File: config.mk
export PLATFORM = sky130hd
export DESIGN_NAME = regwb
export DESIGN_NICKNAME = d
export VERILOG_FILES = /design/src/rtl/regwb.sv
export SDC_FILE = /design/constraint.sdc
export NUM_CORES = 1
export LEC_CHECK = 0
export ABC_AREA = 1
export CAP_MARGIN = 20
export CORE_MARGIN = 10
export CORE_UTILIZATION = 55
export CTS_CLUSTER_SIZE = 20
export DETAILED_ROUTE_END_ITERATION = 10
export HOLD_SLACK_MARGIN = 0.06
export PLACE_DENSITY = 0.85
export SKIP_CTS_REPAIR_TIMING = 1
export SYNTH_ARGS = -nofsm -noshare
export SYNTH_HDL_FRONTEND = slang
export SYNTH_SLANG_ARGS = --single-unit
export TNS_END_PERCENT = 5
File: constraint.sdc
create_clock -name clk -period 5.2 [get_ports clk]
set_input_delay 1.04 -clock clk [delete_from_list [all_inputs] [get_ports clk]]
set_output_delay 1.04 -clock clk [all_outputs]
set_load 0.005 [all_outputs]
File: src/rtl/regwb.sv
// Writeback buffer: an in-order FIFO of pending {dst, data} register writes,
// fed by a load port and an ALU port and drained into the register file.
// Optional bypass snooping of ra1/ra2 is compiled in when REGWB_BYPASS_EN is defined.
module regwb #(
    parameter int DEPTH = 4
) (
    input  logic        clk,
    input  logic        reset_n,
    input  logic        ld_valid,
    input  logic [4:0]  ld_dst,
    input  logic [31:0] ld_data,
    output logic        ld_ready,
    input  logic        alu_valid,
    input  logic [4:0]  alu_dst,
    input  logic [31:0] alu_data,
    output logic        alu_ready,
    input  logic        drain_en,
    output logic        we3,
    output logic [4:0]  wa3,
    output logic [31:0] wd3,
    input  logic [4:0]  ra1,
    input  logic [4:0]  ra2,
    output logic        fwd1_hit,
    output logic [31:0] fwd1_data,
    output logic        fwd2_hit,
    output logic [31:0] fwd2_data,
    output logic        empty
);

    localparam int PW = $clog2(DEPTH);
    localparam int CW = PW + 1;

    logic [4:0]    dst_q  [DEPTH];
    logic [31:0]   data_q [DEPTH];
    logic [PW-1:0] head;
    logic [PW-1:0] tail;
    logic [CW-1:0] count;
    logic [CW-1:0] free;
    logic          ld_push;
    logic          alu_push;
    logic [PW-1:0] alu_slot;
    logic [1:0]    push_n;

    // Credit comes only from registered occupancy, so a drain this cycle
    // cannot be spent by a request arriving in the same cycle.
    assign free      = CW'(DEPTH) - count;
    assign ld_ready  = (free != '0);
    assign alu_ready = (free >= CW'(2)) || ((free == CW'(1)) && !ld_valid);

    // Writes to r0 complete the handshake but never occupy a slot.
    assign ld_push  = ld_valid && ld_ready && (ld_dst != 5'd0);
    assign alu_push = alu_valid && alu_ready && (alu_dst != 5'd0);
    assign alu_slot = ld_push ? tail + PW'(1) : tail;
    assign push_n   = {1'b0, ld_push} + {1'b0, alu_push};

    assign empty = (count == '0);
    assign we3   = !empty && drain_en;
    assign wa3   = empty ? 5'd0  : dst_q[head];
    assign wd3   = empty ? 32'd0 : data_q[head];

    always_ff @(posedge clk or negedge reset_n) begin
        if (!reset_n) begin
            head  <= '0;
            tail  <= '0;
            count <= '0;
        end else begin
            tail  <= tail + PW'(push_n);
            count <= count + CW'(push_n) - CW'(we3);
            if (we3) begin
                head <= head + PW'(1);
            end
        end
    end

    // Payload storage needs no reset: occupancy alone decides validity.
    always_ff @(posedge clk) begin
        if (ld_push) begin
            dst_q[tail]  <= ld_dst;
            data_q[tail] <= ld_data;
        end
        if (alu_push) begin
            dst_q[alu_slot]  <= alu_dst;
            data_q[alu_slot] <= alu_data;
        end
    end

`ifdef REGWB_BYPASS_EN
    logic [PW-1:0] idx;

    // Walk oldest to youngest so the youngest matching entry wins.
    always_comb begin
        fwd1_hit  = 1'b0;
        fwd1_data = 32'd0;
        fwd2_hit  = 1'b0;
        fwd2_data = 32'd0;
        idx       = '0;
        for (int i = 0; i < DEPTH; i++) begin
            idx = head + PW'(i);
            if (CW'(i) < count) begin
                if ((ra1 != 5'd0) && (dst_q[idx] == ra1)) begin
                    fwd1_hit  = 1'b1;
                    fwd1_data = data_q[idx];
                end
                if ((ra2 != 5'd0) && (dst_q[idx] == ra2)) begin
                    fwd2_hit  = 1'b1;
                    fwd2_data = data_q[idx];
                end
            end
        end
    end
`else
    logic unused_ra;

    assign unused_ra = ^{ra1, ra2};
    assign fwd1_hit  = 1'b0;
    assign fwd1_data = 32'd0;
    assign fwd2_hit  = 1'b0;
    assign fwd2_data = 32'd0;
`endif

endmodule

# Yosys cells after proc, flatten, opt, wreduce, memory -nomap -nowiden
# Memories as Yosys holds them, arrays and structs flattened.
# Cells that the tools add are included.
# word_totals
register_bits	7
ram_bits	148
inputBits	89
output_inout_bits	107
n_memories	2
# memory_table
memory	depth	word_bits	read_ports	rd_ports_with_merged_regs	wr	line_no	rtl
data_q	4	32	1	0	2	34	logic [31:0] data_q [DEPTH];
dst_q	4	5	1	0	2	33	logic [4:0] dst_q [DEPTH];
# op_classes
n_addsub	7
magnitude_cmp	1
n_eq_ne	1
n_mux	7
n_reduce_logical	13
# ops
cell	count
2-to-1 mux 32 bit	1
nonzero test 5 bit	2
logical AND 1 bit	6
2-to-1 mux 5 bit	1
adder 2 x 1 -> 2 bit, second input constant	2
2-to-1 mux 1 bit	4
adder 3 x 2 -> 3 bit	1
== test 3 x 1 -> 1 bit, second input constant	1
greater-or-equal comparator 3 x 2 -> 1 bit, second input constant	1
zero test 3 bit	1
nonzero test 3 bit	1
subtractor 3 x 1 -> 3 bit	1
subtractor 3 bit, first input constant	1
adder 1 x 1 -> 2 bit	1
adder 2 bit	1
zero test 1 bit	2
2-to-1 mux 2 bit	1
logical OR 1 bit	1

# Depth between registers and ports, before layout
# Gate-level depths: netlist (run 1).
# logic_depth
ltp_word	9
ltp_mapped	14

# Worst setup path before layout (run 1)
# OpenSTA, ideal clock, no wires.
# synth_path
path_kind	input-to-reg
startpoint	input port ld_valid
endpoint	memory data_q[3][0] (enable)
arrival_ps	2699
required_time_ps	4805
slack_ps	2106
stages	8
n_path_buf	2
path_cell_list	inv_1 > nor2_2 > nand3_1 > nand2_4 > nand3_2 > buf_6 > buf_6 > nand2_1
# synth_rtl
element	line_no	rtl
start: declaration	9	input logic ld_valid,
end: declaration	34	

# Worst setup path in the final report (run 1)
# layout_path
startpoint	register count[1]
endpoint	output port we3
# layout_via
elab_chain_cells	3
# layout_rtl
element	line_no	rtl
start: declaration	37	logic [CW-1:0] count;
start signal: assignment	68	count <= count + CW'(push_n) - CW'(we3);
zero test 3 bit	56	assign empty = (count == '0);
zero test 1 bit	57	assign we3 = !empty && drain_en;
logical AND 1 bit	57	
end: declaration	18	output logic we3,
# No other way between the ends.

==> results by group, run 1 <==
CTS
  – Worst-skew pair later-pin latency: 0.42 ns
  – CTS root buffer: clkbuf_16
  – CTS Buf Count: 17
  – Depth of the CTS H-tree: 4
  – CTS tree: done
  – Clock Sinks: 155
  – Worst-path clk slew: 0.06 ns
  – Clk buf depth: 2

Worst hold path
  – WHS Path Cells: 1
  – Min-Delay Endpoint: count[0]
  – Min-Delay Startpoint: count[0]
  – Tightest Hold Check Type: register to register

Pwr
  – Power Density: 638.9 nW/um^2
  – P_leak: 4.465 nW
  – Max VDD drop: 366.3 uV

Route
  – DR DRC count: 0
  – Post-DR wirelength/cell: 18.24 um
  – Total Wirelength: 25550 um
  – Avg Vias per Cell: 5.692
  – Starting DRT DRC Count: 867
  – Post-DRT Antenna Nets: 0
  – DR pass1 iterations: 5
  – DR vias: 7974

Critical path
  – Worst-path cell chain: inv_1, ha_1, ha_2, nor2_1, clkdlybuf4s50_1
  – RR Startpoint: count[1]
  – R2R Path End: data_q[3][0]
  – Reg2Reg Depth: 10
  – CP endpoint kind: output port
  – Reg2Reg Setup Slack: 1.88 ns
  – Kind of critical path: register to output port
  – Worst Setup Start Kind: register
  – Worst EP required: 4.16 ns
  – Crit path max fanout: 39
  – Slowest Stage Delay on Critical Path: 0.91 ns
  – Crit path DAT: 2.80 ns
  – Slowest CP cell: ha_2

Global routing
  – GRT Residual Overflow: 0
  – GRT met1 Usage: 26.39%
  – Largest net degree at the start of global routing: 105
  – Gr usage total: 21.80%
  – Met3 Use GR: 4.633%
  – Initial antenna violation count: 2
  – GRT met2 Usage: 37.06%
  – Global-route wire length before repair: 39400 um
  – Vias in the first global route: 7728
  – Most used routing layer: met2

Floorplanning
  – Cell row count: 48
  – Initial core utilization: 55.63%
  – I/O pin total: 196
  – CORE AREA: 17120 um^2
  – Die Outline Area: 22980 um^2
  – Die Wd: 151.6 um
  – Die Span Y: 151.6 um

STA
  – Least-Margin Pin Slew: 1.078 ns
  – Hold Vio Cnt, Final: 0
  – Setup TNS: 0 ns
  – Slew HR: 28.13%
  – Period utilization: 73.89%
  – RSZ-0062 raised after global routing: no
  – Setup violations, final: 0
  – Final Skew: 0.009245 ns
  – Max Fclk: 260.3 MHz
  – Fin. max-slew vios: 0
  – Tmin final: 3.842 ns
  – Hold WS: 0.5481 ns

Run status
  – Status: completed

Cells and area
  – Register area: 4622 um^2
  – Area delta synth->final: 13.93%
  – FILL cells: 1362
  – Layout Cells excl Fill: 1401
  – Final Instance Area: 10850 um^2
  – Layout cells sized above 1: 6.485%
  – Footprint of the multi-input gates: 3926 um^2
  – Final #Nets: 1264

Placed design
  – HPWL after DPL: 15190 um
  – Buffers on Ports: 119
  – Placed cell count: 1364
  – Placer congestion estimate: 0.8219
  – Post-DP Area: 10240 um^2

Synthesis
  – Adder-Cell Fraction of Synth Area: 2.050%
  – Synth Area in Compound Gates: 5.926%
  – Mux share of post-synthesis cell area: 0%
  – Distinct cells, synth: 28
  – Synthesized area per cell: 8.688 um^2
  – Yosys top cell area share: 46.68%
  – Cells after Synth: 1096
  – Post-synthesis cell area: 9522 um^2
  – Most frequent cells after synthesis: nand2_1 (305), nor2_1 (151), edfxtp_1 (148), nand4_1 (148), buf_4 (92)
  – Area contributors post-synth: edfxtp_1 (47%), nand2_1 (12%), nand4_1 (9.7%), buf_4 (7.3%), nor2_1 (6.0%)
  – Post-synth top area cell: edfxtp_1
  – Ys async rst share: 4.516%
  – Post-Synth Simple-Gate Area: 29.97%
  – Post-Synth XOR/XNOR Area: 0.5519%
  – Post-synth EDFFs: 148
  – Yosys reg bits: 155
  – Synth warnings: 0
  – Seq/Total Area, Yosys: 48.52%
  – Most frequent cell after synthesis: nand2_1
  – Largest family of logic cells by synthesized area: simple AND/OR/NAND/NOR gates
  – Most frequently used flop master after synthesis: edfxtp_1

Run
  – Max cap viols: 0
## logic make-up (layout without fill, tap and decap cells)
logic type | count (synthesis) | after routing
compound gates | 112 | 112
xor+xnor | 6 | 6
fa+ha+maj | 15 | 15
buf+inv | 178 | 189
flops | 155 | 155
other cells | 1 | 70
simple gates | 629 | 629
## how the worst max path moves through the flow
stage	startpoint	end	cells after the start
final	count[1]	we3	5
after global routing	count[1]	we3	5
after CTS	count[1]	we3	5
after detailed placement	ld_dst[0]	dst_q[3][1]	10
after global placement	ld_dst[0]	dst_q[3][1]	10
after floorplan	ld_valid	data_q[3][0]	8
## layer usage
layer | routed length (um) | up-vias
met2 | 12730 | 483
met3 | 2946 | 40
li1 | - | 3776
met5 | 0 | -
met1 | 9472 | 3675
met4 | 403 | 0
## placed cells by master (no fill, tap or decap), types with 2 or more instances in the layout
cell / instances
nand2_1: 301
nor2_1: 151
nand2_2: 10
bufinv_16: 2
clkbuf_16: 17
diode_2: 4
clkinvlp_4: 5
nand3_2: 4
buf_4: 17
xor2_1: 3
nor2_2: 3
clkbuf_1: 2
nand3b_1: 3
dfrtp_1: 5
conb_1: 66
a21oi_1: 37
ha_1: 13
clkinv_1: 2
clkdlybuf4s50_1: 119
o21ai_0: 74
xnor2_1: 3
nand4_1: 148
dfrtp_2: 2
edfxtp_1: 148
clkinv_2: 3
nand3_1: 3
inv_1: 17
nand2_4: 4
buf_12: 3
## registers in the layout, summed over array words and instances, names as in the netlist
name    count
count       3
data_q    128
dst_q      20
head        2
tail        2
## stage by stage
step	setup slack [ns]	power, mW	utilization [%]
floorplan	2.106	4.575	-
global placement	1.244	5.603	59.82
detailed placement	1.155	5.714	59.82
CTS	1.364	6.888	63.08
global route	1.220	7.391	63.32
finish	1.358	6.930	63.38
## where the power goes
part / internal, mW / leakage (nW) / switching [mW]
sequential: 2.03 / 1.45 / 0.118
combinational: 1.25 / 2.75 / 2.35
clock: 0.700 / 0.259 / 0.483
total: 3.98 / 4.46 / 2.95
## worst max-delay path, delay by kind of cell (launching register included)
kind                       cells  cell delay (ns)
and+or+nand+nor                1             0.28
DFF                            1             0.41
adders and majority gates      2             1.08
buffers and inverters          2             0.62
## layout make-up
type                    count  share of cell area [%]
flip-flops and latches    155                   42.61
multi-input cells         828                   36.19
repair buffers            139                   12.71
clock buffers              19                   3.991
well taps                 225                   2.595
clock inverters            12                   1.153
inverters                  19                  0.6574
diodes                      4                 0.09227
No activity file was read; power rests on OpenSTA's default activity.
==> run 2, diff against run 1 <==
CORE_UTILIZATION = 52   (was 55)
PLACE_DENSITY = 0.81   (was 0.85)
clock period = 3.95 ns   (was 5.2 ns; I/O delays follow)
==> run 2 against run 1 <==
Net effect:
- clock-buffer cell count unchanged
- routed wire length is 4.9% higher
- critical path depth is 1 higher
- sequential share of layout area is 0.17 points higher
- highest routed layer unchanged
==> results by group, run 2 (same netlist as run 1, synthesis figures left out) <==
Run status
  – Status: completed

Pwr
  – Design Power: 9.089 mW (+31%)
  – Max VDD drop: 598.1 uV (+63%)
  – P_sw: 3.973 mW (+34%)
  – Sequential share of power: 31.4% (+0.4 points)
  – Comb pwr share: 52.8% (+0.9 points)
  – Clk pwr share: 15.8% (-1.3 points)
  – Net Sw Frac: 43.71% (+1.1 points)
  – Cell internal pwr: 5.117 mW (+29%)
  – P_leak: 4.464 nW (about the same)
  – Power Density: 841.2 nW/um^2 (+32%)

Floorplanning
  – Cell row count: 49 (+2.1%)
  – Initial core utilization: 53.01% (-2.6 points)
  – Die Outline Area: 24120 um^2 (+5.0%)
  – CORE AREA: 17960 um^2 (+4.9%)
  – Die Wd: 155.3 um (+2.5%)
  – I/O pin total: 196 (unchanged)
  – Die Span Y: 155.3 um (+2.5%)

STA
  – Setup violations, final: 0 (unchanged)
  – Tmin final: 3.519 ns
  – Setup slack after layout: 0.4310 ns (-0.9267 ns)
  – Max Fclk: 284.2 MHz
  – Slew HR: 39.04% (+11 points)
  – Setup TNS: 0 ns (unchanged)
  – Hold Vio Cnt, Final: 0 (unchanged)
  – Least-Margin Pin Slew: 0.9131 ns (-0.1649 ns)
  – RSZ-0062 raised after global routing: no
  – Period utilization: 89.09%
  – Fin. max-slew vios: 0 (unchanged)
  – Final Skew: 0.005755 ns (-0.003490 ns)

Cells and area
  – Ant. Diodes: 0 (-4)
  – Area delta synth->final: 13.48%
  – Number of flip-flops under the largest register name: 128 (unchanged)
  – Commonest non-fill, non-tap cell in the layout: nand2_1
  – Most frequent cells in the layout: nand2_1 (301), nor2_1 (151), nand4_1 (148), edfxtp_1 (148), clkdlybuf4s50_1 (119)
  – Core Util, Final: 60.15% (-3.2 points)
  – FILL cells: 1506 (+11%)
  – Final #Nets: 1264 (unchanged)
  – Largest regs: data_q x128, dst_q x20, count x3
  – Layout Cells excl Fill: 1401 (unchanged)
  – Reg with most FFs: data_q
  – Layout cells sized above 1: 6.570% (+0.085 points)

Critical path
  – Slowest CP cell: ha_2
  – Crit path max fanout: 25 (-36%)
  – CP endpoint kind: output port
  – Slowest Stage Delay on Critical Path: 0.66 ns (-0.25 ns)
  – Crit path DAT: 2.73 ns (-0.07 ns)
  – Largest delay share family, worst path: buffers and inverters
  – CP Buf/Inv Count: 3 (+1)
  – Kind of critical path: register to output port
  – Worst Setup Start Kind: register
  – Worst-path cell chain: inv_1, ha_1, ha_2, buf_4, a21oi_1, clkdlybuf4s50_1
  – Worst EP required: 3.16 ns (-1.00 ns)

Placed design
  – Placed cell count: 1370 (+0.44%)
  – Placer congestion estimate: 0.8125 (-1.1%)
  – Place WS: 0.6035 ns (-0.5518 ns)
  – Buffers on Ports: 119 (unchanged)
  – HPWL after DPL: 15930 um (+4.9%)

Route
  – Post-DR wirelength/cell: 19.13 um (+4.9%)
  – Starting DRT DRC Count: 861 (-0.69%)
  – Post-DRT Antenna Nets: 0 (unchanged)
  – DR DRC count: 0 (unchanged)
  – Total Wirelength: 26800 um (+4.9%)
  – DR pass1 iterations: 6 (+1)
  – Avg Vias per Cell: 5.820 (+2.3%)
  – DR vias: 8154 (+2.3%)

Global routing
  – Initial antenna violation count: 0 (-2)
  – Largest net degree at the start of global routing: 145 (+38%)
  – GRT met2 Usage: 36.80% (-0.26 points)
  – Vias in the first global route: 8149 (+5.4%)
  – GRT Residual Overflow: 0 (unchanged)
  – GRT met1 Usage: 24.93% (-1.5 points)
  – Most used routing layer: met2
  – Met3 Use GR: 5.376% (+0.74 points)
  – Gr usage total: 21.65% (-0.15 points)
  – Global-route wire length before repair: 41970 um (+6.5%)

Worst hold path
  – Tightest Hold Check Type: register to register

CTS
  – CTS root buffer: clkbuf_16
  – Clk buf depth: 2 (unchanged)
  – Clock Sinks: 155 (unchanged)
  – Worst-path clk slew: 0.06 ns (about the same)
  – Worst-skew pair later-pin latency: 0.42 ns (about the same)
  – Depth of the CTS H-tree: 4 (unchanged)
  – CTS Buf Count: 17 (unchanged)
  – CTS tree: done

Run
  – Max cap viols: 0 (unchanged)
==> run 2: cell types whose count changed in the layout (fill, tap and decap cells not counted), moves of 2 or more <==
cell,change
clkinv_2,+3
diode_2,-4
bufinv_16,-2
clkinvlp_4,-3
==> run 2: worst register-to-register path, stage by stage, from the launching register on <==
cell and delay, ns:
dfrtp_1 0.39, inv_1 0.09, ha_1 0.21, ha_2 0.32
nand3b_1 0.08, a21oi_2 0.28, nor2_8 0.11, ha_1 0.31
inv_1 0.05, ha_1 0.26, inv_1 0.04, ha_1 0.19
fa_1 0.39, xnor2_1 0.14
==> run 2: final cells by class <==
| type | count | area, um^2 | share of cell area [%] |
|---|---|---|---|
| tap | 229 | 286.5 | 2.652 |
| multi-input combinational | 828 | 3926 | 36.34 |
| clock buffer | 19 | 432.9 | 4.006 |
| timing repair buffer | 139 | 1391 | 12.88 |
| inverter | 19 | 71.32 | 0.6600 |
| sequential | 155 | 4622 | 42.77 |
| clock inverter | 12 | 75.07 | 0.6948 |
==> run 2: metrics by stage <==
step,instance area (um^2),hold slack [ns]
final,10810,0.5547
after global routing,10810,0.5951
after CTS,10810,0.5643
after detailed placement,10300,0.5520
after global placement,10300,0.5293
after floorplan,9766,0.4944
==> run 2: power groups by stage <==
stage                     Sequential (mW)  Clock [mW]  Combinational (mW)
after CTS                            2.86        1.43                4.77
after global placement               2.87           0                4.62
after floorplan                      2.83           0                3.19
final                                2.86        1.43                4.80
after global routing                 2.91        1.51                5.24
after detailed placement             2.89           0                4.75
==> run 2: worst paths after layout <==
kind                            endpoint  slack [ns]  startpoint  cells after the start
worst max-delay path             wd3[22]        0.43    count[1]                      6
worst min-delay path            count[0]        0.55    count[0]                      1
worst max register to register  count[2]        1.01    count[1]                     13
worst min register to register  count[0]        0.55    count[0]                      1
max in group asynchronous        head[0]        3.02     reset_n                      1
min in group asynchronous       count[1]        0.64     reset_n                      1
==> run 2: routing by layer <==
metal	part of all wire (%)	vias to the layer above
li1	-	3776
met1	36	3760
met2	49	534
met3	12	84
met4	2.9	0
met5	0	-
==> run 3, diff against run 2 <==
CORE_ASPECT_RATIO = 0.9   (was default)
==> run 3 against run 2 <==
Net effect:
- routed wire length decreased by 1.6%
- combinational power is 1% lower
- clock power grew 9.8%
- sequential power is essentially flat
- critical path type unchanged
- clock skew increased by 0.0069 ns
- critical path depth is the same
- highest routed layer unchanged
- largest cell class unchanged
- sequential share of layout area decreased by 0.29 points
- via count decreased by 1.5%
==> results by group, run 3 (same netlist as run 1, synthesis figures left out) <==
Global routing
  – Met3 Use GR: 4.967% (-0.41 points)
  – Most used routing layer: met2
  – Global-route wire length before repair: 40470 um (-3.6%)
  – Initial antenna violation count: 0 (unchanged)
  – Vias in the first global route: 7542 (-7.4%)
  – Gr usage total: 21.13% (-0.53 points)
  – GRT Residual Overflow: 0 (unchanged)
  – Largest net degree at the start of global routing: 75 (-48%)
  – GRT met2 Usage: 35.78% (-1.0 points)
  – GRT met1 Usage: 26.19% (+1.3 points)

Worst hold path
  – Tightest Hold Check Type: register to register

Route
  – Post-DR wirelength/cell: 18.66 um (-2.5%)
  – Starting DRT DRC Count: 820 (-4.8%)
  – DR pass1 iterations: 8 (+2)
  – Avg Vias per Cell: 5.684 (-2.3%)
  – DR DRC count: 0 (unchanged)
  – Post-DRT Antenna Nets: 0 (unchanged)
  – Total Wirelength: 26360 um (-1.6%)
  – DR vias: 8032 (-1.5%)

Floorplanning
  – I/O pin total: 196 (unchanged)
  – Die Outline Area: 24130 um^2 (about the same)
  – Initial core utilization: 53.54% (+0.53 points)
  – CORE AREA: 17780 um^2 (-1.0%)
  – Cell row count: 46 (-6.1%)
  – Die Wd: 162.6 um (+4.7%)
  – Die Span Y: 148.4 um (-4.5%)

Placed design
  – Buffers on Ports: 119 (unchanged)
  – HPWL after DPL: 15870 um (-0.40%)
  – Placer congestion estimate: 0.7844 (-3.5%)
  – Placed cell count: 1382 (+0.88%)

Cells and area
  – Most frequent cells in the layout: nand2_1 (301), nor2_1 (151), nand4_1 (148), edfxtp_1 (148), clkdlybuf4s50_1 (119)
  – Area delta synth->final: 14.24%
  – Number of flip-flops under the largest register name: 128 (unchanged)
  – Commonest non-fill, non-tap cell in the layout: nand2_1
  – Layout cells sized above 1: 6.564% (about the same)
  – Final #Nets: 1265 (+0.079%)
  – Ant. Diodes: 0 (unchanged)
  – Layout Cells excl Fill: 1413 (+0.86%)
  – Largest regs: data_q x128, dst_q x20, count x3
  – Reg with most FFs: data_q
  – FILL cells: 1442 (-4.2%)

STA
  – RSZ-0062 raised after global routing: no
  – Max Fclk: 279.4 MHz (-1.7%)
  – Fin. max-slew vios: 0 (unchanged)
  – Tmin final: 3.579 ns (+0.05973 ns)
  – Final Skew: 0.01264 ns (+0.006880 ns)
  – Setup TNS: 0 ns (unchanged)
  – Setup violations, final: 0 (unchanged)
  – Hold Vio Cnt, Final: 0 (unchanged)
  – Slew HR: 40.33% (+1.3 points)
  – Period utilization: 90.60% (+1.5 points)
  – Hold WS: 0.5611 ns (+0.006400 ns)
  – Least-Margin Pin Slew: 0.8938 ns (-0.01936 ns)

Pwr
  – P_leak: 4.483 nW (+0.43%)
  – Max VDD drop: 646.6 uV (+8.1%)
  – Power Density: 844.8 nW/um^2 (+0.43%)

Critical path
  – Worst Setup Start Kind: register
  – Reg2Reg Setup Slack: 0.93 ns (-0.08 ns)
  – Kind of critical path: register to output port
  – CP endpoint kind: output port
  – Crit path max fanout: 34 (+36%)
  – Worst EP required: 3.16 ns (about the same)
  – Crit path DAT: 2.79 ns (+0.06 ns)

CTS
  – Clk buf depth: 2 (unchanged)
  – Worst-skew pair later-pin latency: 0.44 ns (+0.02 ns)
  – Worst-path clk slew: 0.06 ns (about the same)
  – CTS Buf Count: 17 (unchanged)
  – CTS tree: done
  – Clock Sinks: 155 (unchanged)
  – Depth of the CTS H-tree: 4 (unchanged)
  – CTS root buffer: clkbuf_16

Run
  – Max cap viols: 0 (unchanged)

Run status
  – Status: completed
[run 3: final cells by class]
class / instances / area [um^2] / share of cell area [%]
repair buffers: 140 / 1399 / 12.86
clock buffers: 20 / 436.7 / 4.014
inverters: 19 / 71.32 / 0.6556
well taps: 240 / 300.3 / 2.761
flip-flops and latches: 155 / 4622 / 42.49
clock inverters: 11 / 122.6 / 1.127
multi-input cells: 828 / 3926 / 36.09
[run 3: power breakdown]
part           switching [mW]  internal (mW)
clock network           0.642          0.924
logic                    3.09           1.66
registers               0.213           2.67
[run 3: through the flow]
| stage | power (mW) | instance area, um^2 | worst slack, ns | utilization [%] |
|---|---|---|---|---|
| 6_report | 9.190 | 10880 | 0.3712 | 61.17 |
| 3_5_place_dp | 7.599 | 10320 | 0.5272 | 58.02 |
| 5_1_grt | 9.774 | 10880 | 0.2515 | 61.17 |
| 3_3_place_gp | 7.478 | 10320 | 0.5307 | 58.02 |
| 4_1_cts | 9.161 | 10880 | 0.3669 | 61.17 |
| 2_1_floorplan | 6.023 | 9766 | 1.104 | - |
[run 3: worst paths after layout]
path,start,endpoint,cells after the start
max,head[0],wa3[0],6
min,count[0],count[0],1
max reg2reg,count[1],data_q[3][27],9
min reg2reg,count[0],count[0],1
max in group asynchronous,reset_n,head[0],1
min in group asynchronous,reset_n,tail[0],1
[run 3: routing by layer]
metal,vias to the layer above,wire length [um]
met5,-,0
met4,0,439
met3,52,3029
met2,527,13040
met1,3677,9849
li1,3776,-
[run 3: worst max-delay path: stages (launching register included)]
cell and delay, ns:
dfrtp_2 0.82, buf_4 0.40, nor2_1 0.09, nor2_1 0.11, o21ai_0 0.14, a21oi_1 0.24, clkdlybuf4s50_1 0.55
